==> src/rtl/core_sequencer_pkg.sv <==
// Shared types and constants for the multi-cycle core sequencer.
package core_sequencer_pkg;

    localparam logic [6:0] OPC_LOAD    = 7'b000_0011;
    localparam logic [6:0] OPC_LOAD_FP = 7'b000_0111;

    typedef enum logic [2:0] {
        S_IDLE,
        S_FETCH,
        S_DECODE,
        S_EXECUTE,
        S_MEM,
        S_WB,
        S_FAULT
    } seq_state_t;

    typedef enum logic [1:0] {
        CAUSE_NONE        = 2'd0,
        CAUSE_MISALIGNED  = 2'd1,
        CAUSE_BUS_TIMEOUT = 2'd2
    } fault_cause_t;

    // LUI also raises mem2reg in this decoder, so the opcode must qualify it.
    function automatic logic is_load(input logic mem2reg, input logic [6:0] opc);
        return mem2reg && (opc == OPC_LOAD || opc == OPC_LOAD_FP);
    endfunction

endpackage

==> src/rtl/core_sequencer_mem_wait_timer.sv <==
// Wait counter for a pending memory request; expire flags the cycle that would reach MEM_TIMEOUT.
module mem_wait_timer #(
    parameter int MEM_TIMEOUT = 16
) (
    input  logic clk,
    input  logic rst_n,
    input  logic clr,
    input  logic inc,
    output logic expire
);

    localparam int CW = $clog2(MEM_TIMEOUT + 1);

    logic [CW-1:0] count;

    always_ff @(posedge clk or negedge rst_n) begin
        if (!rst_n) begin
            count <= '0;
        end else if (clr) begin
            count <= '0;
        end else if (inc) begin
            count <= count + CW'(1);
        end
    end

    assign expire = inc && (count == CW'(MEM_TIMEOUT - 1));

endmodule

==> src/rtl/core_sequencer.sv <==
// Multi-cycle FETCH/DECODE/EXECUTE/MEM/WB sequencer owning pc, instr and instret.
module core_sequencer
    import core_sequencer_pkg::*;
#(
    parameter logic [31:0] RESET_PC    = 32'h0000_0000,
    parameter int          MEM_TIMEOUT = 16
) (
    input  logic        clk,
    input  logic        rst_n,
    input  logic        run,
    output logic        imem_req,
    output logic [31:0] imem_addr,
    input  logic        imem_ack,
    input  logic [31:0] imem_rdata,
    output logic [31:0] instr,
    input  logic [6:0]  opcode,
    input  logic        ctrl_mem_write,
    input  logic        ctrl_mem2reg,
    input  logic        ctrl_reg_write,
    input  logic        ctrl_is_branch,
    input  logic        ctrl_is_jump,
    input  logic        ctrl_branch_taken,
    input  logic [31:0] branch_target,
    output logic        dmem_req,
    output logic        dmem_we,
    input  logic        dmem_ack,
    output logic        rf_we,
    output logic [31:0] pc,
    output logic        retire,
    output logic [63:0] instret,
    output logic        fault,
    output logic [1:0]  fault_cause
);

    seq_state_t   state;
    fault_cause_t cause;
    logic         lat_taken;
    logic         lat_reg_write;
    logic [31:0]  lat_target;
    logic         timer_clr;
    logic         timer_inc;
    logic         timer_expire;
    logic         exec_taken;
    logic         exec_misaligned;
    logic         exec_mem;

    assign imem_addr       = pc;
    assign fault_cause     = cause;
    assign exec_taken      = ctrl_is_jump | (ctrl_is_branch & ctrl_branch_taken);
    assign exec_misaligned = exec_taken && (branch_target[1:0] != 2'b00);
    assign exec_mem        = ctrl_mem_write || is_load(ctrl_mem2reg, opcode);

    // Counter sits at zero outside the two wait states, so entry always starts from zero.
    assign timer_clr = (state != S_FETCH) && (state != S_MEM);
    assign timer_inc = (state == S_FETCH && !imem_ack) || (state == S_MEM && !dmem_ack);

    mem_wait_timer #(
        .MEM_TIMEOUT(MEM_TIMEOUT)
    ) u_wait_timer (
        .clk    (clk),
        .rst_n  (rst_n),
        .clr    (timer_clr),
        .inc    (timer_inc),
        .expire (timer_expire)
    );

    // Outputs are registered: each transition sets the outputs of the state being entered.
    always_ff @(posedge clk or negedge rst_n) begin
        if (!rst_n) begin
            state         <= S_IDLE;
            pc            <= RESET_PC;
            instr         <= '0;
            instret       <= '0;
            cause         <= CAUSE_NONE;
            fault         <= 1'b0;
            imem_req      <= 1'b0;
            dmem_req      <= 1'b0;
            dmem_we       <= 1'b0;
            rf_we         <= 1'b0;
            retire        <= 1'b0;
            lat_taken     <= 1'b0;
            lat_reg_write <= 1'b0;
            lat_target    <= '0;
        end else begin
            rf_we  <= 1'b0;
            retire <= 1'b0;
            case (state)
                S_IDLE: begin
                    if (run) begin
                        state    <= S_FETCH;
                        imem_req <= 1'b1;
                    end
                end
                S_FETCH: begin
                    if (imem_ack) begin
                        instr    <= imem_rdata;
                        imem_req <= 1'b0;
                        state    <= S_DECODE;
                    end else if (timer_expire) begin
                        imem_req <= 1'b0;
                        fault    <= 1'b1;
                        cause    <= CAUSE_BUS_TIMEOUT;
                        state    <= S_FAULT;
                    end
                end
                S_DECODE: begin
                    state <= S_EXECUTE;
                end
                S_EXECUTE: begin
                    lat_taken     <= exec_taken;
                    lat_reg_write <= ctrl_reg_write;
                    lat_target    <= branch_target;
                    if (exec_misaligned) begin
                        fault <= 1'b1;
                        cause <= CAUSE_MISALIGNED;
                        state <= S_FAULT;
                    end else if (exec_mem) begin
                        dmem_req <= 1'b1;
                        dmem_we  <= ctrl_mem_write;
                        state    <= S_MEM;
                    end else begin
                        rf_we  <= ctrl_reg_write;
                        retire <= 1'b1;
                        state  <= S_WB;
                    end
                end
                S_MEM: begin
                    if (dmem_ack) begin
                        dmem_req <= 1'b0;
                        dmem_we  <= 1'b0;
                        rf_we    <= lat_reg_write;
                        retire   <= 1'b1;
                        state    <= S_WB;
                    end else if (timer_expire) begin
                        dmem_req <= 1'b0;
                        dmem_we  <= 1'b0;
                        fault    <= 1'b1;
                        cause    <= CAUSE_BUS_TIMEOUT;
                        state    <= S_FAULT;
                    end
                end
                S_WB: begin
                    pc      <= lat_taken ? lat_target : pc + 32'd4;
                    instret <= instret + 64'd1;
                    if (run) begin
                        imem_req <= 1'b1;
                        state    <= S_FETCH;
                    end else begin
                        state <= S_IDLE;
                    end
                end
                S_FAULT: begin
                    state <= S_FAULT;
                end
                default: begin
                    state <= S_IDLE;
                end
            endcase
        end
    end

endmodule

==> config.mk <==
export PLATFORM = sky130hd
export DESIGN_NAME = core_sequencer
export DESIGN_NICKNAME = d
export VERILOG_FILES = /design/src/rtl/core_sequencer_pkg.sv /design/src/rtl/core_sequencer_mem_wait_timer.sv /design/src/rtl/core_sequencer.sv
export SDC_FILE = /design/constraint.sdc
export NUM_CORES = 1
export LEC_CHECK = 0
export BUFFER_PORTS_ARGS = -buffer_cell sky130_fd_sc_hd__clkbuf_2
export CAP_MARGIN = 0
export CELL_PAD_IN_SITES_DETAIL_PLACEMENT = 1
export CELL_PAD_IN_SITES_GLOBAL_PLACEMENT = 2
export CORE_AREA = 4 4 168 170
export DETAILED_ROUTE_END_ITERATION = 16
export DIE_AREA = 0 0 172 174
export HOLD_SLACK_MARGIN = 0.05
export PLACE_DENSITY_LB_ADDON = 0.08
export SLEW_MARGIN = 20
export SYNTH_ARGS = -nofsm -noshare
export SYNTH_HDL_FRONTEND = slang
export SYNTH_SLANG_ARGS = --single-unit
==> constraint.sdc <==
create_clock -name clk -period 2.45 [get_ports clk]
set_input_delay 0.1225 -clock clk [delete_from_list [all_inputs] [get_ports clk]]
set_output_delay 0.1225 -clock clk [all_outputs]
set_load 0.02 [all_outputs]
==> metrics.md, run 1 <==
| Metric | Value |
|---|---|
| FMAX | 451 MHz |
| FF-to-FF path depth | 5 |
| Synth warn | 0 |
| Crit Path Class | reg -> reg |
| Reg2reg setup slack | roughly 0.23 ns |
| Pins over their slew limit | 0 |
| CP endpoint kind | flip-flop |
| Wirelength per Cell | 17.8 µm |
| IO Port Bufs | 248 |
| Commonest non-fill, non-tap cell in the layout | clkbuf_2 |
| Area growth from synthesis to layout | 36.0% |
| Status | completed |
| Setup crit start kind | flip-flop |
| Primary FF master, synth | dfrtp_1 |
| Die height | 174 µm |
| Worst setup path startpoint | imem_addr[9]$_DFFE_PN0P_ |
| Minimum clock period | 2.22 ns |
| Row count | 60 |
| DIE WIDTH | 172 µm |
| Footprint of the multi-input gates | 0.00355 mm² |
| Synth Area in Compound Gates | under 10% |
| Largest net degree at the start of global routing | 67 |
| Final Hold Vio Count | 0 |
| Crit path DAT | around 2.6 ns |
| # DRC | 0 |
| Initial core utilization | 31.6% |
| Number of flops mapped to enable cells by yosys | 0 |
| Tcrit/Tclk final | just over 90% |
| Syn Inst Count | slightly below 800 |
| Synth cell types | 54 |
| CP cell instances | nand3_4 -> or4_4 -> or4_4 -> or4_1 -> nand3_1 |
| # Max-Cap Violations | 0 |
| Die ar. | 0.0299 mm² |
| Syn_nets | 869 |
| Vias in the first global route | 7,676 |
| Max Root-Sink Buffers | 2 |
| Hold path depth | 4 |
| Global-route wire length before repair | 42,100 µm |
| Power Total | ~12 mW |
| Initial antenna violation count | 1 |
| Clk pin slew, worst setup/hold paths | 0.08 ns |
| Dpl hpwl | between 15,000 and 20,000 µm |
| Cts repair resizes | 0 |
| Synthesized cell area | 0.00844 mm² |
| DR vias/cell | 4.88 |
| Number of synthesized register bits | 178 |
| Number of CTS-inserted buffers | 17 |
| GP Congestion | 0.749 |
| Cell mode on critical path | or4_4 |
| I/O Pins | 250 |
| VDD IR max | roughly 0.55 mV |
| Final Setup Violations | 0 |
| GR Overflow Total | 0 |
| Hold_sp | imem_ack |
| R2r startpoint | imem_addr[9]$_DFFE_PN0P_ |
| FFs w/ async S/R, synth | 100% |
| # nets final | about 1.2k |
| Post-synthesis sequential area ratio | 52.8% |
| Largest family of logic cells by synthesized area | simple AND/OR/NAND/NOR gates |
| Worst path required time | roughly 2.8 ns |
| # fillers | 3,029 |
| Pwr/cell area | about 1100 mW/mm² |
| Pre-antenna DRT Iters | 4 |
| Post-Synth Adder-Cell Area | 0.593% |
| Max incr delay on CP | roughly 0.55 ns |
| Simple-Gate Fraction of Synth Area | 17.5% |
| Layout Skew | ~0.018 ns |
| Drt initial violations | 284 |
| Total Routing Usage GR | between 15 and 20% |
| Mux share of post-synthesis cell area | 9.90% |
| Commonest cells after routing, fill and taps aside | clkbuf_2, dfrtp_1, dlygate4sd3_1 |
| RSZ-0062 raised after global routing | false |
| TNS Setup | 0 ns |
| CTS sink cnt | approximately 180 |
| Worst min path class | in -> reg |
| Worst slew pin tran | 0.520 ns |
| CTS tree | built |
| Hold Path End | imem_req$_DFFE_PN0P_ |
| Crit Path Max Fanout | 6 |
| Routed Antenna Nets | 0 |
| H-tree depth | 4 |
| Vias | between 7k and 8k |
| Syn_area_per_cell | 10.8 µm² |
| Post-synthesis xor/xnor area fraction | 6.85% |
| Post-Layout Cell Count | 1,453 |
| Post-Place Cells | 1,349 |
| Share of cells above drive strength 1 | a little over a third |
| Clk root buf | clkbuf_16 |
| Clk_lat worst skew | around 0.44 ns |
| Leakage | 5.33 nW |
| Worst R2R End | imem_addr[23]$_DFFE_PN0P_ |
| Worst slew margin | 65.3% |
| Crit path max-delay cell type | or4_4 |
| Reg area | around 0.0045 mm² |
| Core area | 0.0267 mm² |
| WL final | 25,900 µm |
-- state kept, by name, summed over array words and instances, names as in the netlist --
register	count
state	3
lat_target	32
u_wait_timer.count	5
instret	64
instr	32
fault	1
lat_reg_write	1
dmem_req	1
retire	1
dmem_we	1
rf_we	1
fault_cause	2
imem_req	1
lat_taken	1
imem_addr	32
-- stage by stage --
stage	hold slack, ns	setup slack, ns	util (%)	area, µm²
global route	0.131	0.0279	42.9	11500
global placement	0.124	0.264	37.9	10100
floorplan	-0.173	0.133	-	8440
CTS	0.0606	0.224	42.9	11500
detailed placement	0.126	0.248	37.9	10100
finish	0.0900	0.232	42.9	11500
-- cell usage after synthesis (all sizes together) (2+ instances only) --
| master | number | area, µm² |
|---|---|---|
| a211oi | 6 | 45.0 |
| a21o | 2 | 15.0 |
| a21oi | 31 | 155 |
| a22o | 2 | 17.5 |
| a22oi | 3 | 22.5 |
| a2bb2oi | 3 | 26.3 |
| a311oi | 2 | 17.5 |
| a31o | 2 | 17.5 |
| a31oi | 2 | 12.5 |
| a32oi | 4 | 35.0 |
| and2 | 4 | 25.0 |
| and3 | 17 | 106 |
| and4 | 5 | 43.8 |
| buf | 41 | 277 |
| clkbuf | 23 | 87.6 |
| dfrtp | 178 | 4450 |
| ha | 4 | 50.1 |
| inv | 24 | 90.1 |
| mux2 | 68 | 766 |
| mux2i | 7 | 70.1 |
| nand2 | 46 | 173 |
| nand2b | 5 | 31.3 |
| nand3 | 46 | 243 |
| nand3b | 2 | 15.0 |
| nand4 | 32 | 200 |
| nand4b | 2 | 17.5 |
| nor2 | 42 | 158 |
| nor2b | 6 | 37.5 |
| nor3 | 36 | 191 |
| nor3b | 2 | 15.0 |
| nor4 | 18 | 113 |
| o21ai | 26 | 130 |
| o22ai | 5 | 31.3 |
| or3 | 4 | 25.0 |
| or3b | 2 | 17.5 |
| or4 | 5 | 45.0 |
| xnor2 | 47 | 412 |
| xor2 | 19 | 166 |
-- logic make-up (layout without fill, tap and decap cells) --
group / after synthesis / count (layout)
compound gates: 96 / 96
xor+xnor: 66 / 66
fa+ha+maj: 4 / 4
buf+inv: 88 / 416
flops: 178 / 178
mux: 75 / 75
other cells: 0 / 1
simple gates: 276 / 276
-- repair_timing --
item | in CTS | in global routing
hold buffers | 71 | 0
setup endpoints to repair | 0 | 0
hold endpoints to repair | 118 | 0
buffers inserted | 0 | 0
-- final cells by class --
class | count | share of cell area [%]
flip-flops and latches | 178 | 38.8
multi-input cells | 517 | 30.9
repair buffers | 360 | 20.2
well taps | 341 | 3.72
clock buffers | 17 | 3.71
clock inverters | 15 | 1.84
inverters | 24 | 0.785
diodes | 1 | 0.0218
-- metal layers --
layer	up-vias	track usage, %	part of all wire, %
li1	3402	-	-
met1	3507	24.6	48
met2	158	27.5	46
met3	28	3.78	4.4
met4	0	4.55	1.7
met5	-	0	0
-- how the worst max path moves through the flow --
stage	endpoint	slack, ns	depth (start not counted)
4_1_cts	imem_addr[23]$_DFFE_PN0P_	0.22	5
3_5_place_dp	imem_addr[23]$_DFFE_PN0P_	0.25	5
2_1_floorplan	imem_addr[23]$_DFFE_PN0P_	0.13	7
3_3_place_gp	imem_addr[23]$_DFFE_PN0P_	0.26	5
6_report	imem_addr[23]$_DFFE_PN0P_	0.23	5
5_1_grt	instret[44]$_DFFE_PN0P_	0.03	6
-- report_power, final --
group	internal [mW]	switching, mW
combinational	1.97	2.80
clock	1.58	1.39
sequential	3.84	0.755
total	7.39	4.94
-- worst max-delay path, delay by kind of cell (launching register included) --
family	cells	cell delay, ns
AND/OR/NAND/NOR	5	1.69
flip-flops	1	0.47
No activity file was read; power rests on OpenSTA's default activity.
==> run 2, diff against run 1 <==
--- a/config.mk
+++ b/config.mk
@@ -5,13 +5,14 @@
 export SDC_FILE = /design/constraint.sdc
 export NUM_CORES = 1
 export LEC_CHECK = 0
+export ABC_AREA = 1
 export BUFFER_PORTS_ARGS = -buffer_cell sky130_fd_sc_hd__clkbuf_2
 export CAP_MARGIN = 0
 export CELL_PAD_IN_SITES_DETAIL_PLACEMENT = 1
 export CELL_PAD_IN_SITES_GLOBAL_PLACEMENT = 2
-export CORE_AREA = 4 4 168 170
+export CORE_AREA = 4 4 187 189
 export DETAILED_ROUTE_END_ITERATION = 16
-export DIE_AREA = 0 0 172 174
+export DIE_AREA = 0 0 191 193
 export HOLD_SLACK_MARGIN = 0.05
 export PLACE_DENSITY_LB_ADDON = 0.08
 export SLEW_MARGIN = 20
==> run 2 against run 1 <==
Compared with the run above:
- clock skew fell by 0.0085 ns
- flip-flop and latch count did not move
- routed wire length rose by 39%
- clock-buffer cell count did not move
==> metrics.md, run 2 <==
| Metric | Value |
|---|---|
| Status | completed |
| Worst slew pin tran | 0.677 ns (+0.157 ns) |
| Synth cell types | 40 (-26%) |
| Commonest non-fill, non-tap cell in the layout | nand2_1 |
| Ranking of synthesized cells by area | dfrtp_1, nand2_1, nor2_1 |
| Post-synthesis sequential area ratio | 45.2% (-7.5 points) |
| Crit Path Max Fanout | 6 (unchanged) |
| Worst path required time | 2.78 ns (-0.04 ns) |
| DR vias/cell | 4.59 (-6.0%) |
| GP Congestion | 0.846 (+13%) |
| Post-Synth Adder-Cell Area | 0.508% (-0.085 points) |
| I/O Pins | 250 (unchanged) |
| Synth warn | 0 (unchanged) |
| WP buf/inv | 2 (+2) |
| # DRC | 0 (unchanged) |
| Layout Skew | 0.00941 ns (-0.00854 ns) |
| Minimum clock period | 2.13 ns (-0.0865 ns) |
| Pwr/cell area | 955 mW/mm² (-11%) |
| Vias in the first global route | 10.3k (+34%) |
| Pins over their slew limit | 0 (unchanged) |
| Die height | 193 µm (+11%) |
| FMAX | 469 MHz (+4.1%) |
| Final Hold Vio Count | 0 (unchanged) |
| Drt initial violations | 310 (+9.2%) |
| Synth Area in Compound Gates | 6.23% (-0.83 points) |
| Post-Place Worst Slack | 0.342 ns (+0.0943 ns) |
| # fillers | 4,163 (+37%) |
| H-tree depth | 4 (unchanged) |
| Max incr delay on CP | 0.46 ns (-0.09 ns) |
| Area growth from synthesis to layout | 30.4% |
| Wirelength per Cell | 17.3 µm (-3.0%) |
| Post-synthesis xor/xnor area fraction | 3.65% (-3.2 points) |
| Largest net degree at the start of global routing | 69 (+3.0%) |
| Largest register FFs | 64 (unchanged) |
| # nets final | 1,708 (+44%) |
| Tcrit/Tclk final | 87.0% (-3.5 points) |
| Cts repair resizes | 0 (unchanged) |
| Core area | 0.0333 mm² (+25%) |
| Pre-antenna DRT Iters | 4 (unchanged) |
| Top cell type's share of synthesized area | 45.2% (-7.5 points) |
| Initial core utilization | 29.6% (-2.0 points) |
| Syn_nets | 1,405 (+62%) |
| Reg area | 0.00445 mm² (about the same) |
| TNS Setup | 0 ns (unchanged) |
| Mux share of post-synthesis cell area | 3.66% (-6.2 points) |
| Most common cell in the netlist | nand2_1 |
| Footprint of the multi-input gates | 0.00459 mm² (+29%) |
| Largest family of logic cells by synthesized area | simple AND/OR/NAND/NOR gates |
| Dpl hpwl | 27,900 µm (+51%) |
| Simple-Gate Fraction of Synth Area | 32.5% (+15 points) |
| Vias | 9,566 (+35%) |
| VDD IR max | 0.543 mV (-0.45%) |
| Die ar. | 0.0369 mm² (+23%) |
| Post-Layout Cell Count | 2,084 (+43%) |
| Primary FF master, synth | dfrtp_1 |
| Max Root-Sink Buffers | 2 (unchanged) |
| Synthesized cell area | 0.00985 mm² (+17%) |
| Area leader, netlist | dfrtp_1 |
| Hold_buf cts | 74 (+4.2%) |
| Initial antenna violation count | 1 (unchanged) |
| Leakage | 6.11 nW (+15%) |
| Routed Antenna Nets | 0 (unchanged) |
| DIE WIDTH | 191 µm (+11%) |
| Setup crit start kind | flip-flop |
| Crit path max-delay cell type | dfrtp_1 |
| FFs w/ async S/R, synth | 100% (unchanged) |
| Commonest cells post-synth | nand2_1, nor2_1, dfrtp_1 |
| Post-Place Cells | 1,977 (+47%) |
| Number of CTS-inserted buffers | 17 (unchanged) |
| Share of cells above drive strength 1 | 21.9% (-14 points) |
| Row count | 67 (+12%) |
| WL final | 36,000 µm (+39%) |
| Post-CTS Setup Inserts | 0 (unchanged) |
| CTS tree | built |
| IO Port Bufs | 248 (unchanged) |
| Cell mode on critical path | nand2_1 |
| CP endpoint kind | flip-flop |
| Post-layout util | 38.6% (-4.4 points) |
| Clk pin slew, worst setup/hold paths | 0.08 ns (about the same) |
| Power Total | 12.3 mW (-0.55%) |
| Commonest cells after routing, fill and taps aside | nand2_1, clkbuf_2, nor2_1 |
| Global-route wire length before repair | 57,200 µm (+36%) |
| Total Routing Usage GR | 20.0% (+2.5 points) |
| RSZ-0062 raised after global routing | false |
| Critical path's top delay family | simple AND/OR/NAND/NOR gates |
| CTS sink cnt | 178 (unchanged) |
| Crit path DAT | 2.47 ns (-0.12 ns) |
| Crit Path Class | reg -> reg |
| Final Setup Violations | 0 (unchanged) |
| Worst slew margin | 54.9% (-10 points) |
| Number of flops mapped to enable cells by yosys | 0 (unchanged) |
| GR Overflow Total | 0 (unchanged) |
| Worst min path class | in -> reg |
| Syn Inst Count | 1,319 (+68%) |
| # Max-Cap Violations | 0 (unchanged) |
| Top reg by flops | instret |
| Clk_lat worst skew | 0.45 ns (about the same) |
| Syn_area_per_cell | 7.47 µm² (-31%) |
| Clk root buf | clkbuf_16 |
| Number of synthesized register bits | 178 (unchanged) |
| Post-route setup slack | 0.318 ns (+0.0865 ns) |
| CP cell instances | ha_1 -> nand3_1 -> inv_1 -> nand2_1 -> inv_1 -> nand2_1 -> nor2_1 -> nand2_1 -> o21ai_0 -> nor2_1 |
[run 2: changes by cell type in the layout (fill, tap and decap cells not counted), moves of 10 or more]
cell,delta
nand2_1,+419
nor2_1,+147
nor4_1,-17
nand4_1,-12
o21ai_0,+38
inv_1,+97
mux2_2,-36
buf_4,-21
a21oi_1,-10
xnor2_1,-30
and3_1,-17
nor3_1,-22
[run 2: report_power, final]
group	internal (mW)	switching [mW]
Clock	1.56	1.37
Sequential	3.83	0.829
Combinational	1.66	3.01
[run 2: path summary, 6_finish.rpt]
path / start / slack, ns / cells after the start / end
worst min-delay path: ctrl_is_branch / 0.09 / 4 / lat_taken$_DFFE_PN0P_
worst max-delay path: imem_addr[3]$_DFFE_PN0P_ / 0.32 / 10 / imem_addr[16]$_DFFE_PN0P_
min in group asynchronous: rst_n / 0.25 / 2 / instret[37]$_DFFE_PN0P_
max in group asynchronous: rst_n / 1.40 / 3 / instr[3]$_DFFE_PN0P_
worst max register to register: imem_addr[3]$_DFFE_PN0P_ / 0.32 / 10 / imem_addr[16]$_DFFE_PN0P_
worst min register to register: fault$_DFFE_PN0P_ / 0.48 / 1 / fault$_DFFE_PN0P_
[run 2: per-layer routing]
metal  track usage, %  up-vias  wire length (µm)
li1                 -     4750                 -
met1             24.4     4612             15600
met2             36.4      168             18300
met3             3.44       36              1190
met4             5.61        0               837
met5                0        -                 0
[run 2: cells by family after synthesis]
group	count (synthesis)
buf+inv	180
flops	178
compound gates	112
fa+ha+maj	4
xor+xnor	41
simple gates	772
mux	32
[run 2: per-stage QoR]
| step | hold WS [ns] | cell area [µm²] |
|---|---|---|
| 3_5_place_dp | 0.205 | 11500 |
| 6_report | 0.0855 | 12800 |
| 4_1_cts | 0.0654 | 12800 |
| 2_1_floorplan | -0.173 | 9850 |
| 5_1_grt | 0.131 | 12800 |
| 3_3_place_gp | 0.208 | 11500 |
[run 2: area by class of cell]
type                       instances  share of cell area, %
antenna                            1                 0.0195
clock buffer                      17                   3.31
clock inverter                    15                   1.42
inverter                         123                   3.59
multi-input combinational        961                   35.7
sequential                       178                   34.7
tap                              448                   4.36
timing repair buffer             341                   16.9
[run 2: worst min-delay path, stage by stage]
cell      delay [ns]
clkbuf_2        0.08
a21o_1          0.18
nand2_1         0.06
o21ai_0         0.06
==> run 3, diff against run 2 <==
--- a/config.mk
+++ b/config.mk
@@ -10,9 +10,9 @@
 export CAP_MARGIN = 0
 export CELL_PAD_IN_SITES_DETAIL_PLACEMENT = 1
 export CELL_PAD_IN_SITES_GLOBAL_PLACEMENT = 2
-export CORE_AREA = 4 4 187 189
+export CORE_AREA = 4 4 196 198
 export DETAILED_ROUTE_END_ITERATION = 16
-export DIE_AREA = 0 0 191 193
+export DIE_AREA = 0 0 200 202
 export HOLD_SLACK_MARGIN = 0.05
 export PLACE_DENSITY_LB_ADDON = 0.08
 export SLEW_MARGIN = 20
==> constraint.sdc (replaced) <==
create_clock -name clk -period 1.9 [get_ports clk]
set_input_delay 0.095 -clock clk [delete_from_list [all_inputs] [get_ports clk]]
set_output_delay 0.095 -clock clk [all_outputs]
set_load 0.02 [all_outputs]
==> run 3 against run 2 <==
Compared with the run above:
- total power is 35% higher
- critical path depth is 3 lower
- final area is 5.3% higher
- combinational power is 43% higher
- cell count is 3.9% higher
- die area is 9.6% higher
- global-route usage is 1.0 points lower
- clock-buffer cell count stayed put
- clock power is 39% higher
- core utilization is 1.6 points lower
- non-clock buffer count is 62 higher
- largest cell class unchanged
- highest routed layer unchanged
==> metrics.md, run 3 (synthesis results as in run 2) <==
| Metric | Value |
|---|---|
| GR Overflow Total | 0 (unchanged) |
| Vias in the first global route | 10.6k (+3.4%) |
| # Max-Cap Violations | 0 (unchanged) |
| Vias | 9,712 (+1.5%) |
| I/O Pins | 250 (unchanged) |
| Routed Antenna Nets | 0 (unchanged) |
| Max incr delay on CP | 0.56 ns (+0.10 ns) |
| Final Hold Vio Count | 0 (unchanged) |
| Pins over their slew limit | 0 (unchanged) |
| Post-route setup slack | 0.0752 ns (-0.243 ns) |
| Worst slew margin | 70.4% (+15 points) |
| # nets final | 1,771 (+3.7%) |
| Final Setup Violations | 0 (unchanged) |
| Crit path max-delay cell type | dlygate4sd3_1 |
| IO Port Bufs | 248 (unchanged) |
| Area growth from synthesis to layout | 37.3% |
| Crit Path Max Fanout | 2 (-4) |
| Ant. Diodes | 0 (-1) |
| VDD IR max | 0.661 mV (+22%) |
| # DRC | 0 (unchanged) |
| Net Sw Frac | 41.0% (-1.5 points) |
| Global-route wire length before repair | 59,800 µm (+4.4%) |
| Sequential Power Share | 35.3% (-2.7 points) |
| Clk_lat worst skew | 0.46 ns (about the same) |
| Sw Pwr | 6.81 mW (+31%) |
| RSZ-0062 raised after global routing | true |
| Clk network pwr share | 24.5% (+0.6 points) |
| Number of CTS-inserted buffers | 17 (unchanged) |
| CTS sink cnt | 178 (unchanged) |
| # fillers | 4,521 (+8.6%) |
| Int Power | 9.80 mW (+39%) |
| CP endpoint kind | flip-flop |
| Leakage | 6.44 nW (+5.5%) |
| Minimum hold slack | 0.109 ns (+0.0238 ns) |
| Crit Path Class | in -> reg |
| Largest register FFs | 64 (unchanged) |
| Post-Place Worst Slack | -0.0346 ns (-0.377 ns) |
| H-tree depth | 4 (unchanged) |
| Pwr/cell area | 1230 mW/mm² (+29%) |
| Clk root buf | clkbuf_16 |
| Core area | 0.0365 mm² (+9.7%) |
| Clk pin slew, worst setup/hold paths | 0.07 ns (about the same) |
| Max Root-Sink Buffers | 2 (unchanged) |
| Post-route cell area | 0.0135 mm² (+5.3%) |
| Setup crit start kind | input port |
| TNS Setup | 0 ns (unchanged) |
| Combinational Power Share | 40.2% (+2.1 points) |
| DIE WIDTH | 200 µm (+4.7%) |
| Pre-antenna DRT Iters | 4 (unchanged) |
| GP Congestion | 0.792 (-6.5%) |
| DR vias/cell | 4.49 (-2.3%) |
| Row count | 70 (+4.5%) |
| Initial antenna violation count | 0 (-1) |
| CTS tree | built |
| Crit path DAT | 2.20 ns (-0.27 ns) |
| Status | completed |
| Die ar. | 0.0404 mm² (+9.6%) |
| WL final | 37,500 µm (+4.1%) |
| Drt initial violations | 290 (-6.5%) |
| Cell mode on critical path | dlygate4sd3_1 |
| Tcrit/Tclk final | between 90% and 100% |
| Largest net degree at the start of global routing | 52 (-25%) |
| Layout Skew | 0.0134 ns (+0.00395 ns) |
| Total Routing Usage GR | 18.9% (-1.0 points) |
| Dpl hpwl | 29,600 µm (+6.1%) |
| Share of cells above drive strength 1 | 26.2% (+4.3 points) |
| Worst slew pin tran | 0.441 ns (-0.235 ns) |
| Wirelength per Cell | 17.3 µm (+0.20%) |
| Die height | 202 µm (+4.7%) |
| Worst min path class | in -> reg |
| Minimum clock period | between 1.5 and 2 ns |
| Initial core utilization | 27.0% (-2.6 points) |
| FMAX | 548 MHz |
| Top reg by flops | instret |
| Commonest cells after routing, fill and taps aside | nand2_1, clkbuf_2, nor2_1 |
| Post-DP Area | 0.0119 mm² (+3.9%) |
| CP cell instances | dlygate4sd3_1 -> clkbuf_2 -> a31oi_2 -> dlygate4sd3_1 -> nand2_1 -> dlygate4sd3_1 -> o22ai_1 |
| Commonest non-fill, non-tap cell in the layout | nand2_1 |
| Worst path required time | 2.27 ns (-0.51 ns) |
## run 3: layer usage
layer	vias to the layer above	track usage [%]	share of wire, %
met5	-	0	0
met4	0	4.68	1.8
met3	36	3.18	2.8
met2	143	33.8	51
met1	4674	23.7	44
li1	4859	-	-
## run 3: critical path, delay by kind of cell
kind / cells / cell delay, ns
AND/OR/NAND/NOR: 1 / 0.05
AO/OA/AOI/OAI: 2 / 0.27
buffers and inverters: 4 / 1.78
## run 3: final cells by class
type,count,area [µm²],share of cell area [%]
multi-input cells,961,4670,34.5
flip-flops and latches,178,4470,33.0
repair buffers,403,2680,19.8
well taps,468,586,4.33
inverters,123,468,3.46
clock buffers,17,425,3.15
clock inverters,14,225,1.67
repair inverters,1,5.00,0.0370
## run 3: timing repair
| action | CTS | global route |
|---|---|---|
| endpoints found under the setup margin | 7 | 37 |
| cloned | 0 | 1 |
| gates resized for setup | 1 | 32 |
| setup buffers | 0 | 10 |
| hold endpoints to repair | 222 | 0 |
| hold buffers | 75 | 0 |
| pin swaps | 0 | 5 |
## run 3: final timing paths
check / from / endpoint / slack [ns] / cells past startpoint
worst min register to register: fault$_DFFE_PN0P_ / fault$_DFFE_PN0P_ / 0.47 / 1
worst max register to register: state[1]$_DFFE_PN0P_ / instret[19]$_DFFE_PN0P_ / 0.11 / 7
worst min-delay path: ctrl_mem2reg / dmem_we$_DFFE_PN0P_ / 0.11 / 5
max in group asynchronous: rst_n / instret[22]$_DFFE_PN0P_ / 0.97 / 3
worst max-delay path: ctrl_mem_write / rf_we$_DFF_PN0_ / 0.08 / 7
min in group asynchronous: rst_n / instret[17]$_DFFE_PN0P_ / 0.15 / 2
## run 3: power by group through the flow
stage | registers (mW) | clock network (mW) | logic [mW]
CTS | 5.89 | 4.21 | 6.74
global route | 6.07 | 4.36 | 7.39
detailed placement | 5.95 | 0 | 6.57
finish | 5.87 | 4.07 | 6.67
global placement | 5.91 | 0 | 6.51
floorplan | 6.70 | 0 | 3.30
## run 3: metrics by stage
step	cells	utilization (%)	power, mW
finish	2165	37.0	16.6
global route	2165	37.0	17.8
CTS	2154	36.5	16.8
detailed placement	2048	32.7	12.5
global placement	2048	32.7	12.4
floorplan	1319	-	10.0
